<file path="src/rtl/bus_write_logger.sv">
// Passive bus write logger: filters snooped writes through N_CH address windows
// and records them in a circular buffer that the host drains through a register port.
module bus_write_logger #(
  parameter int          DEPTH     = 16,
  parameter int          N_CH      = 2,
  parameter int          TS_W      = 16,
  parameter logic [31:0] SELF_BASE = 32'h0010_0000,
  parameter logic [31:0] SELF_MASK = 32'hFFFF_FF00
) (
  input  logic        clk_i,
  input  logic        arst_n_i,
  input  logic        snoop_req_i,
  input  logic        snoop_ack_i,
  input  logic        snoop_we_i,
  input  logic [31:0] snoop_addr_i,
  input  logic [3:0]  snoop_be_i,
  input  logic [31:0] snoop_wdata_i,
  input  logic        host_req_i,
  input  logic        host_we_i,
  input  logic [7:0]  host_addr_i,
  input  logic [31:0] host_wdata_i,
  output logic        host_ack_o,
  output logic        host_resp_o,
  output logic [31:0] host_rdata_o
);

  localparam int PTR_W = $clog2(DEPTH);
  localparam int CNT_W = PTR_W + 1;

  localparam logic [5:0] A_CTRL      = 6'h00;
  localparam logic [5:0] A_STATUS    = 6'h01;
  localparam logic [5:0] A_DROPPED   = 6'h02;
  localparam int         A_BASE0     = 4;
  localparam logic [5:0] A_HEAD_TS   = 6'h10;
  localparam logic [5:0] A_HEAD_ADDR = 6'h11;
  localparam logic [5:0] A_HEAD_DATA = 6'h12;
  localparam logic [5:0] A_POP       = 6'h13;
  localparam logic [5:0] A_HEAD_INFO = 6'h14;

  typedef struct packed {
    logic [TS_W-1:0] ts;
    logic [1:0]      ch;
    logic [3:0]      be;
    logic [31:0]     addr;
    logic [31:0]     data;
  } entry_t;

  logic              en_q, wrap_q;
  logic [N_CH-1:0]   ch_en_q;
  logic [31:0]       base_q [N_CH];
  logic [31:0]       mask_q [N_CH];
  logic [PTR_W-1:0]  head_q, tail_q;
  logic [CNT_W-1:0]  count_q;
  logic [31:0]       dropped_q;
  logic              ovf_q;
  logic [TS_W-1:0]   ts_q;
  entry_t            mem_q [DEPTH];
  logic              resp_q;
  logic [31:0]       rdata_q;

  logic [5:0]  word;
  logic        host_wr, host_rd;
  logic        clr, pop, full, empty;
  logic        hit, self_hit, cap;
  logic [1:0]  hit_ch;
  logic        mem_we;
  entry_t      cap_entry, head_e;
  logic [31:0] rd_mux;
  logic        unused_addr_lsb;

  assign word            = host_addr_i[7:2];
  assign unused_addr_lsb = ^host_addr_i[1:0];
  assign host_wr         = host_req_i & host_we_i;
  assign host_rd         = host_req_i & ~host_we_i;
  assign host_ack_o      = host_req_i;
  assign host_resp_o     = resp_q;
  assign host_rdata_o    = rdata_q;

  assign full  = (count_q == CNT_W'(DEPTH));
  assign empty = (count_q == '0);
  assign clr   = host_wr && (word == A_CTRL) && host_wdata_i[2];
  assign pop   = host_wr && (word == A_POP) && !empty;

  // Scan from the top so the lowest matching channel wins.
  // NOTE: every always_comb output gets a default first so no path leaves it unassigned (no latch).
  always_comb begin
    hit    = 1'b0;
    hit_ch = 2'd0;
    for (int k = N_CH - 1; k >= 0; k--) begin
      if (ch_en_q[k] && ((snoop_addr_i & mask_q[k]) == (base_q[k] & mask_q[k]))) begin
        hit    = 1'b1;
        hit_ch = 2'(k);
      end
    end
  end

  assign self_hit = ((snoop_addr_i & SELF_MASK) == (SELF_BASE & SELF_MASK));
  assign cap      = snoop_req_i & snoop_ack_i & snoop_we_i & en_q & hit & ~self_hit;
  // A full buffer still accepts the write if a pop frees the slot or wrap mode overwrites.
  assign mem_we   = cap & ~clr & (~full | pop | wrap_q);

  always_comb begin
    cap_entry      = '0;
    cap_entry.ts   = ts_q;
    cap_entry.ch   = hit_ch;
    cap_entry.be   = snoop_be_i;
    cap_entry.addr = snoop_addr_i;
    cap_entry.data = snoop_wdata_i;
  end

  assign head_e = mem_q[head_q];

  // NOTE: sequential state uses non-blocking assignments so every flop samples pre-edge values.
  always_ff @(posedge clk_i or negedge arst_n_i) begin
    if (!arst_n_i) begin
      en_q    <= 1'b0;
      wrap_q  <= 1'b0;
      ch_en_q <= '0;
      for (int k = 0; k < N_CH; k++) begin
        base_q[k] <= '0;
        mask_q[k] <= '0;
      end
    end else if (host_wr) begin
      if (word == A_CTRL) begin
        en_q    <= host_wdata_i[0];
        wrap_q  <= host_wdata_i[1];
        ch_en_q <= host_wdata_i[8 +: N_CH];
      end
      for (int k = 0; k < N_CH; k++) begin
        if (word == 6'(A_BASE0 + 2 * k))     base_q[k] <= host_wdata_i;
        if (word == 6'(A_BASE0 + 2 * k + 1)) mask_q[k] <= host_wdata_i;
      end
    end
  end

  always_ff @(posedge clk_i or negedge arst_n_i) begin
    if (!arst_n_i) begin
      head_q    <= '0;
      tail_q    <= '0;
      count_q   <= '0;
      dropped_q <= '0;
      ovf_q     <= 1'b0;
      ts_q      <= '0;
    end else if (clr) begin
      head_q    <= '0;
      tail_q    <= '0;
      count_q   <= '0;
      dropped_q <= '0;
      ovf_q     <= 1'b0;
      ts_q      <= '0;
    end else begin
      ts_q <= ts_q + 1'b1;
      if (cap) begin
        if (!full || pop) begin
          tail_q <= tail_q + 1'b1;
          if (!pop) count_q <= count_q + 1'b1;
        end else begin
          ovf_q <= 1'b1;
          if (dropped_q != 32'hFFFF_FFFF) dropped_q <= dropped_q + 1;
          if (wrap_q) begin
            tail_q <= tail_q + 1'b1;
            head_q <= head_q + 1'b1;
          end
        end
      end
      if (pop) begin
        head_q <= head_q + 1'b1;
        if (!cap) count_q <= count_q - 1'b1;
      end
    end
  end

  // NOTE: buffer storage has no reset; EMPTY gates every head read, so stale contents never leak.
  always_ff @(posedge clk_i) begin
    if (mem_we) mem_q[tail_q] <= cap_entry;
  end

  always_comb begin
    rd_mux = '0;
    case (word)
      A_CTRL:      rd_mux = (32'(ch_en_q) << 8) | {30'b0, wrap_q, en_q};
      A_STATUS:    rd_mux = {13'b0, ovf_q, empty, full, 16'(count_q)};
      A_DROPPED:   rd_mux = dropped_q;
      A_HEAD_TS:   rd_mux = empty ? '0 : 32'(head_e.ts);
      A_HEAD_ADDR: rd_mux = empty ? '0 : head_e.addr;
      A_HEAD_DATA: rd_mux = empty ? '0 : head_e.data;
      A_HEAD_INFO: rd_mux = empty ? '0 : {26'b0, head_e.ch, head_e.be};
      default:     rd_mux = '0;
    endcase
    for (int k = 0; k < N_CH; k++) begin
      if (word == 6'(A_BASE0 + 2 * k))     rd_mux = base_q[k];
      if (word == 6'(A_BASE0 + 2 * k + 1)) rd_mux = mask_q[k];
    end
  end

  always_ff @(posedge clk_i or negedge arst_n_i) begin
    if (!arst_n_i) begin
      resp_q  <= 1'b0;
      rdata_q <= '0;
    end else begin
      resp_q <= host_rd;
      if (host_rd) rdata_q <= rd_mux;
    end
  end

endmodule

</file>
<file path="config.mk">
export PLATFORM = sky130hd
export DESIGN_NAME = bus_write_logger
export DESIGN_NICKNAME = d
export VERILOG_FILES = /design/src/rtl/bus_write_logger.sv
export SDC_FILE = /design/constraint.sdc
export NUM_CORES = 2
export LEC_CHECK = 0
export CAP_MARGIN = 30
export CORE_AREA = 4 4 468 470
export DETAILED_ROUTE_END_ITERATION = 8
export DIE_AREA = 0 0 472 474
export SYNTH_ARGS = -nofsm -noshare
export SYNTH_HDL_FRONTEND = slang
export SYNTH_SLANG_ARGS = --single-unit
</file>
<file path="constraint.sdc">
create_clock -name clk_i -period 12.7 [get_ports clk_i]
set_input_delay 2.54 -clock clk_i [delete_from_list [all_inputs] [get_ports clk_i]]
set_output_delay 2.54 -clock clk_i [all_outputs]
set_load 0.01 [all_outputs]
</file>
# Word level (Yosys, flattened, before mapping)

Memories as Yosys holds them, arrays and structs flattened.
Cells that the tools add are included.

Register bits after elaboration: 227
RAM bits: 1,360
Bits of input ports: 115
Output and inout port bits: 34
Logic and storage cells: 123
Memories kept: 1

Add/sub/neg operators: 6
Eq/ne operators: 18
Mux-type cells: 38
Bitwise gates (word level): 20
Reductions and logical operators: 25

Memories:

| name  | words | width | rd ports | clocked after memory_dff | write ports | RTL line | RTL |
|---|---|---|---|---|---|---|---|
| mem_q | 16    | 85    | 1        | 0                        | 1           | 57       | `entry_t mem_q [DEPTH];` |

Operators with widths:

| operator                | number |
|---|---|
| $mux W32                | 10 |
| $pmux W32 S7            | 1 |
| $and A32 B32 Y32        | 4 |
| $eq A32 B32 Y1          | 2 |
| $mux W4                 | 9 |
| $add A32 B1 Y32 const B | 1 |
| $mux W16                | 2 |
| $ne A32 B32 Y1 const B  | 1 |
| $eq A6 B5 Y1 const B    | 5 |
| $mux W5                 | 6 |
| $eq A24 B13 Y1 const B  | 1 |
| $eq A6 B3 Y1 const B    | 4 |
| $add A16 B1 Y16 const B | 1 |
| $reduce_and A2 Y1       | 7 |
| $or A10 B2 Y10          | 1 |
| $and A1 B1 Y1           | 9 |
| $mux W1                 | 9 |
| $reduce_bool A3 Y1      | 3 |
| $add A4 B1 Y4 const B   | 2 |
| $eq A6 B1 Y1 const B    | 1 |
| $eq A6 B2 Y1 const B    | 1 |
| $logic_and A1 B1 Y1     | 6 |
| $logic_not A6 Y1        | 1 |
| $mux W6                 | 1 |
| 12 further kinds        | 19 |

# Logic depth before layout (Yosys ltp)

Word-level depth: 11
Depth in mapped cells: 14
Depth with buffers taken out: 10

# Worst setup path after synthesis

Ideal clock, no wire load.

Path type: input to register
From: input port host_addr_i[7]
To: memory mem_q[0][0] in the netlist's numbering, enable pin
Library setup time: 0.650 ns
Arrival time: 10.474 ns
Data required time: 12.050 ns
Slack: 1.575 ns
Cell stages on the path: 9
Path buffers: 2
Cell sequence: nor4b_4 > nand2_1 > or3_1 > buf_6 > nand2_2 > buf_4 > nor2_2 > or4b_4 > nor3b_1

Longest elaborated chain between the ends: 8
Elaborated cells between the ends (all ways): 13
Those cells by class: 1 x eq/ne; 2 x mux; 5 x bitwise; 5 x reduce/logical

RTL lines:

| what                                                    | RTL line | RTL |
|---|---|---|
| start, declared                                         | 20       | `input logic [7:0] host_addr_i,` |
| $eq A6 B5 Y1 / $logic_not A6 Y1 (equally long branches) | 82, 81   |  |
| $logic_and A1 B1 Y1 (on tied branches) (2 in series)    | 82, 81   |  |
| $or A1 B1 Y1 / $not A1 Y1 (equally long branches)       | 100      | `assign mem_we = cap & ~clr & (~full \| pop \| wrap_q);` |
| $or A1 B1 Y1 / $and A1 B1 Y1 (equally long branches)    | 100      |  |
| $and A1 B1 Y1 *                                         | 100      |  |
| $mux W1 *                                               | 175      | `if (mem_we) mem_q[tail_q] <= cap_entry;` |
| $mux W1 (not written as such) *                         | 175      |  |
| end, declared                                           | 57       |  |

Every way passes the cells marked *; elsewhere a longest branch is shown, timed or not.

# Worst setup path in the final report

From: input port snoop_addr_i[10]
To: memory mem_q[6][16] in the netlist's numbering, enable pin

Longest elaborated chain between the ends: 11
Elaborated cells between the ends (all ways): 16
Those cells by class: 3 x eq/ne; 4 x mux; 7 x bitwise; 2 x reduce/logical

RTL lines:

| what                            | RTL line | RTL |
|---|---|---|
| start, declared                 | 15       | `input logic [31:0] snoop_addr_i,` |
| $and A32 B32 Y32                | 90       | `if (ch_en_q[k] && ((snoop_addr_i & mask_q[k]) == (base_q[k] & mask_q[k]))) begin` |
| $eq A32 B32 Y1                  | 90       |  |
| $logic_and A1 B1 Y1             | 90       |  |
| $mux W1 (2 in series)           | 90       |  |
| $and A1 B1 Y1                   | 98       | `assign cap = snoop_req_i & snoop_ack_i & snoop_we_i & en_q & hit & ~self_hit;` |
| $and A1 B1 Y1 *                 | 98       |  |
| $and A1 B1 Y1 * (2 in series)   | 100      |  |
| $mux W1 *                       | 175      |  |
| $mux W1 (not written as such) * | 175      |  |

Marks and branches as above.

==> run_results.csv <==
group,metric,value,unit
synthesis,synth-edff-count,1360,
place,place_ws,4.261,ns
worst_setup_path,worstPathRequired,13.10,ns
synthesis,syn_nets,3452,
worst_setup_path,r2r-start,"count_q[0]",
synthesis,synth_common_cells,"edfxtp_1 (1360), mux4_2 (314), dfrtp_1 (227)",
power,total_power,11.47,mW
worst_setup_path,arrival,7.96,ns
worst_setup_path,r2r_setup_slack,7.45,ns
synthesis,synthCells,3327,
cts,postCtsSetupBuffers,0,
floorplan,dieArea,223700,µm²
cts,cts_resized,0,
global_route,antenna_found_initial,17,
hold_path,min_to,"host_rdata_o[9]",
place,dp.cells,6240,
worst_setup_path,start_kind,"primary input",
detailed_routing,viasPerCell,5.222,
cts,hold_buffers,0,
detailed_routing,vias,34178,
hold_path,hp-class,"reg -> reg",
worst_setup_path,crit_type,"in -> reg",
status,status,"finished, final reports clean",
timing,rsz0062_at_grt,"no",
cts,cts_made_buffers,164,
synthesis,yosysTopAreaCell,"edfxtp_1",
detailed_routing,first_pass_iters,6,
global_route,globalRouteOverflowTotal,0,
detailed_routing,dr.first_iter.drc_count,3836,
synthesis,synth_most_common_cell,"edfxtp_1",
place,place_area,69060,µm²
hold_path,hp-start,"host_rdata_o[9]",
timing,tightestPinTransition,1.054,ns
floorplan,ioPinCount,149,
timing,timing.setup.tns,0,ns
worst_setup_path,crit_fanout,43,
cts,clk_pin_slew,0.07,ns
layout,fin_area,74460,µm²
global_route,grt.total_usage,15.82,%
layout,nNetsFinal,3697,
synthesis,async_flop_share,14.30,%
floorplan,placementRows,170,
place,io_buffers,146,
synthesis,ys.flop_type,"edfxtp_1",
floorplan,die_h,474,µm
timing,period_share,59.54,%
cts,htree_levels,4,
cts,clk_latency,0.81,ns
worst_setup_path,critPathCaptureType,"register",
cts,cts_tree,"built",
worst_setup_path,path_cells,"clkdlybuf4s50_1, xor2_1, a22o_1, a221oi_1, and3_1, nand2_1, a21boi_1, o2111ai_1, nor3b_2, buf_4, buf_4",
detailed_routing,wirelength,179.5,mm
power,vdd_drop_max,105.0,µV
timing,fin_skew,0.05142,ns
worst_setup_path,crit_family,"buffers and inverters",
timing,setup_slack,5.138,ns
worst_setup_path,slowest_stage,"clkdlybuf4s50_1",
timing,setup_viol,0,
layout,drive_gt1_share,22.82,%
layout,synthToLayoutAreaGrowth,16.28,%
power,power_leakage,24.01,nW
timing,holdWs,0.4939,ns
timing,fmax,132.2,MHz
detailed_routing,wl_per_cell,27.43,µm
cts,cts.sinks,1587,
synthesis,synth_seq_cells,1587,
detailed_routing,drc_errors,0,
synthesis,yosys.area.top_type_share,63.78,%
hold_path,whs_path_depth,2,
global_route,grt_pass1_wl,257.7,mm
layout,post-route-util,34.73,%
worst_setup_path,worst-path-buf-inv,3,
floorplan,core_region_area,214400,µm²
cts,cts_buffer_depth,3,
synthesis,synth_cell_types,78,
floorplan,start_util,29.87,%
detailed_routing,drtAntennaViolNets,0,
global_route,grt_pass1_vias,34484,
worst_setup_path,reg2regPathDepth,11,
layout,fin_cells,6545,
timing,hold_violations,0,
timing,fin_crit,7.562,ns
global_route,grt_max_degree,107,
synthesis,synth_area_leaders,"edfxtp_1 (64%), mux4_2 (11%), dfrtp_1 (8.9%)",
floorplan,die_width,472,µm
synthesis,ys_warn_count,0,
worst_setup_path,cpMostUsedCell,"buf_4",
place,dp_hpwl,109.7,mm
synthesis,syn-cell-area,64030,µm²
timing,slew_headroom,29.54,%
worst_setup_path,crit_path_max_incr_delay,0.95,ns
worst_setup_path,r2r-end,"mem_q[0][28]",
synthesis,syn_avg_cell_area,19.25,µm²
worst_setup_path,startpoint,"snoop_addr_i[10]",
place,routabilityCongestion,0.9347,
cts,cts_root_buffer,"clkbuf_16",
synthesis,yosysSeqAreaShare,72.65,%
job,cap_violations,0,
timing,drv_slew,0,
power,powerDensity,154.1,nW/µm²
[worst max-delay path by stage]
stage / to / slack (ns) / depth (start not counted)
2_1_floorplan: mem_q[0][0] / 1.58 / 9
3_3_place_gp: mem_q[7][33] / 4.34 / 11
3_5_place_dp: mem_q[7][79] / 4.26 / 11
4_1_cts: mem_q[7][72] / 5.15 / 11
5_1_grt: mem_q[6][28] / 4.96 / 11
6_report: mem_q[6][16] / 5.14 / 11
[routing by layer]
metal / vias up / global-route usage (%) / routed length (µm)
li1: 14191 / - / -
met1: 18437 / 21.62 / 75650
met2: 1261 / 25.59 / 86690
met3: 283 / 2.760 / 11380
met4: 6 / 5.376 / 5786
met5: - / 0 / 34
[cell type report]
type / instances / area, µm²
clock buffers: 228 / 4532
multi-input cells: 1545 / 16580
clock inverters: 69 / 745.7
diodes: 4 / 10.01
inverters: 16 / 60.06
fillers: 20050 / 139900
well taps: 2838 / 3551
flip-flops and latches: 1587 / 46530
repair buffers: 258 / 2447
[cells by family after synthesis]
group / Yosys count / share of synthesized area [%]
flops: 1587 / 72.65
fa+ha+maj: 10 / 0.1954
buf+inv: 195 / 1.657
simple gates: 423 / 3.390
xor+xnor: 99 / 1.354
mux: 637 / 16.67
compound gates: 376 / 4.088
[sequential cells by signal, indices dropped and copies added, names as in the netlist]
name and flops:
ovf_q 1, base_q 64, wrap_q 1, ch_en_q 2, tail_q 4, host_resp_o 1, ts_q 16, mask_q 64
count_q 5, host_rdata_o 32, en_q 1, head_q 4, mem_q 1360, dropped_q 32
[report_power, final]
| part | switching (mW) | internal (mW) |
|---|---|---|
| clock network | 2.03 | 2.70 |
| logic | 0.421 | 0.383 |
| registers | 0.158 | 5.78 |
[worst reg2reg max path, delay by kind of cell (launching register included)]
family / cells / cell delay, ns
fa+ha+maj: 1 / 0.25
flops: 1 / 0.42
buf+inv: 3 / 1.66
simple gates: 7 / 2.46
[cells in the final DEF, fill, tap and decap left out, types with 62 or more instances in the layout]
cell             Yosys  routed
a21oi_1             62      62
buf_4               16     101
clkbuf_16            0     171
clkdlybuf4s50_1      0     145
dfrtp_1            227     223
edfxtp_1          1360    1360
mux2_2             138     138
mux2i_1            173     173
mux4_2             314     314
nand2_1             85      85
nor2_1             108     102
o22ai_1             78      78
xor2_1              73      73
(Power assumes the default switching activity.)
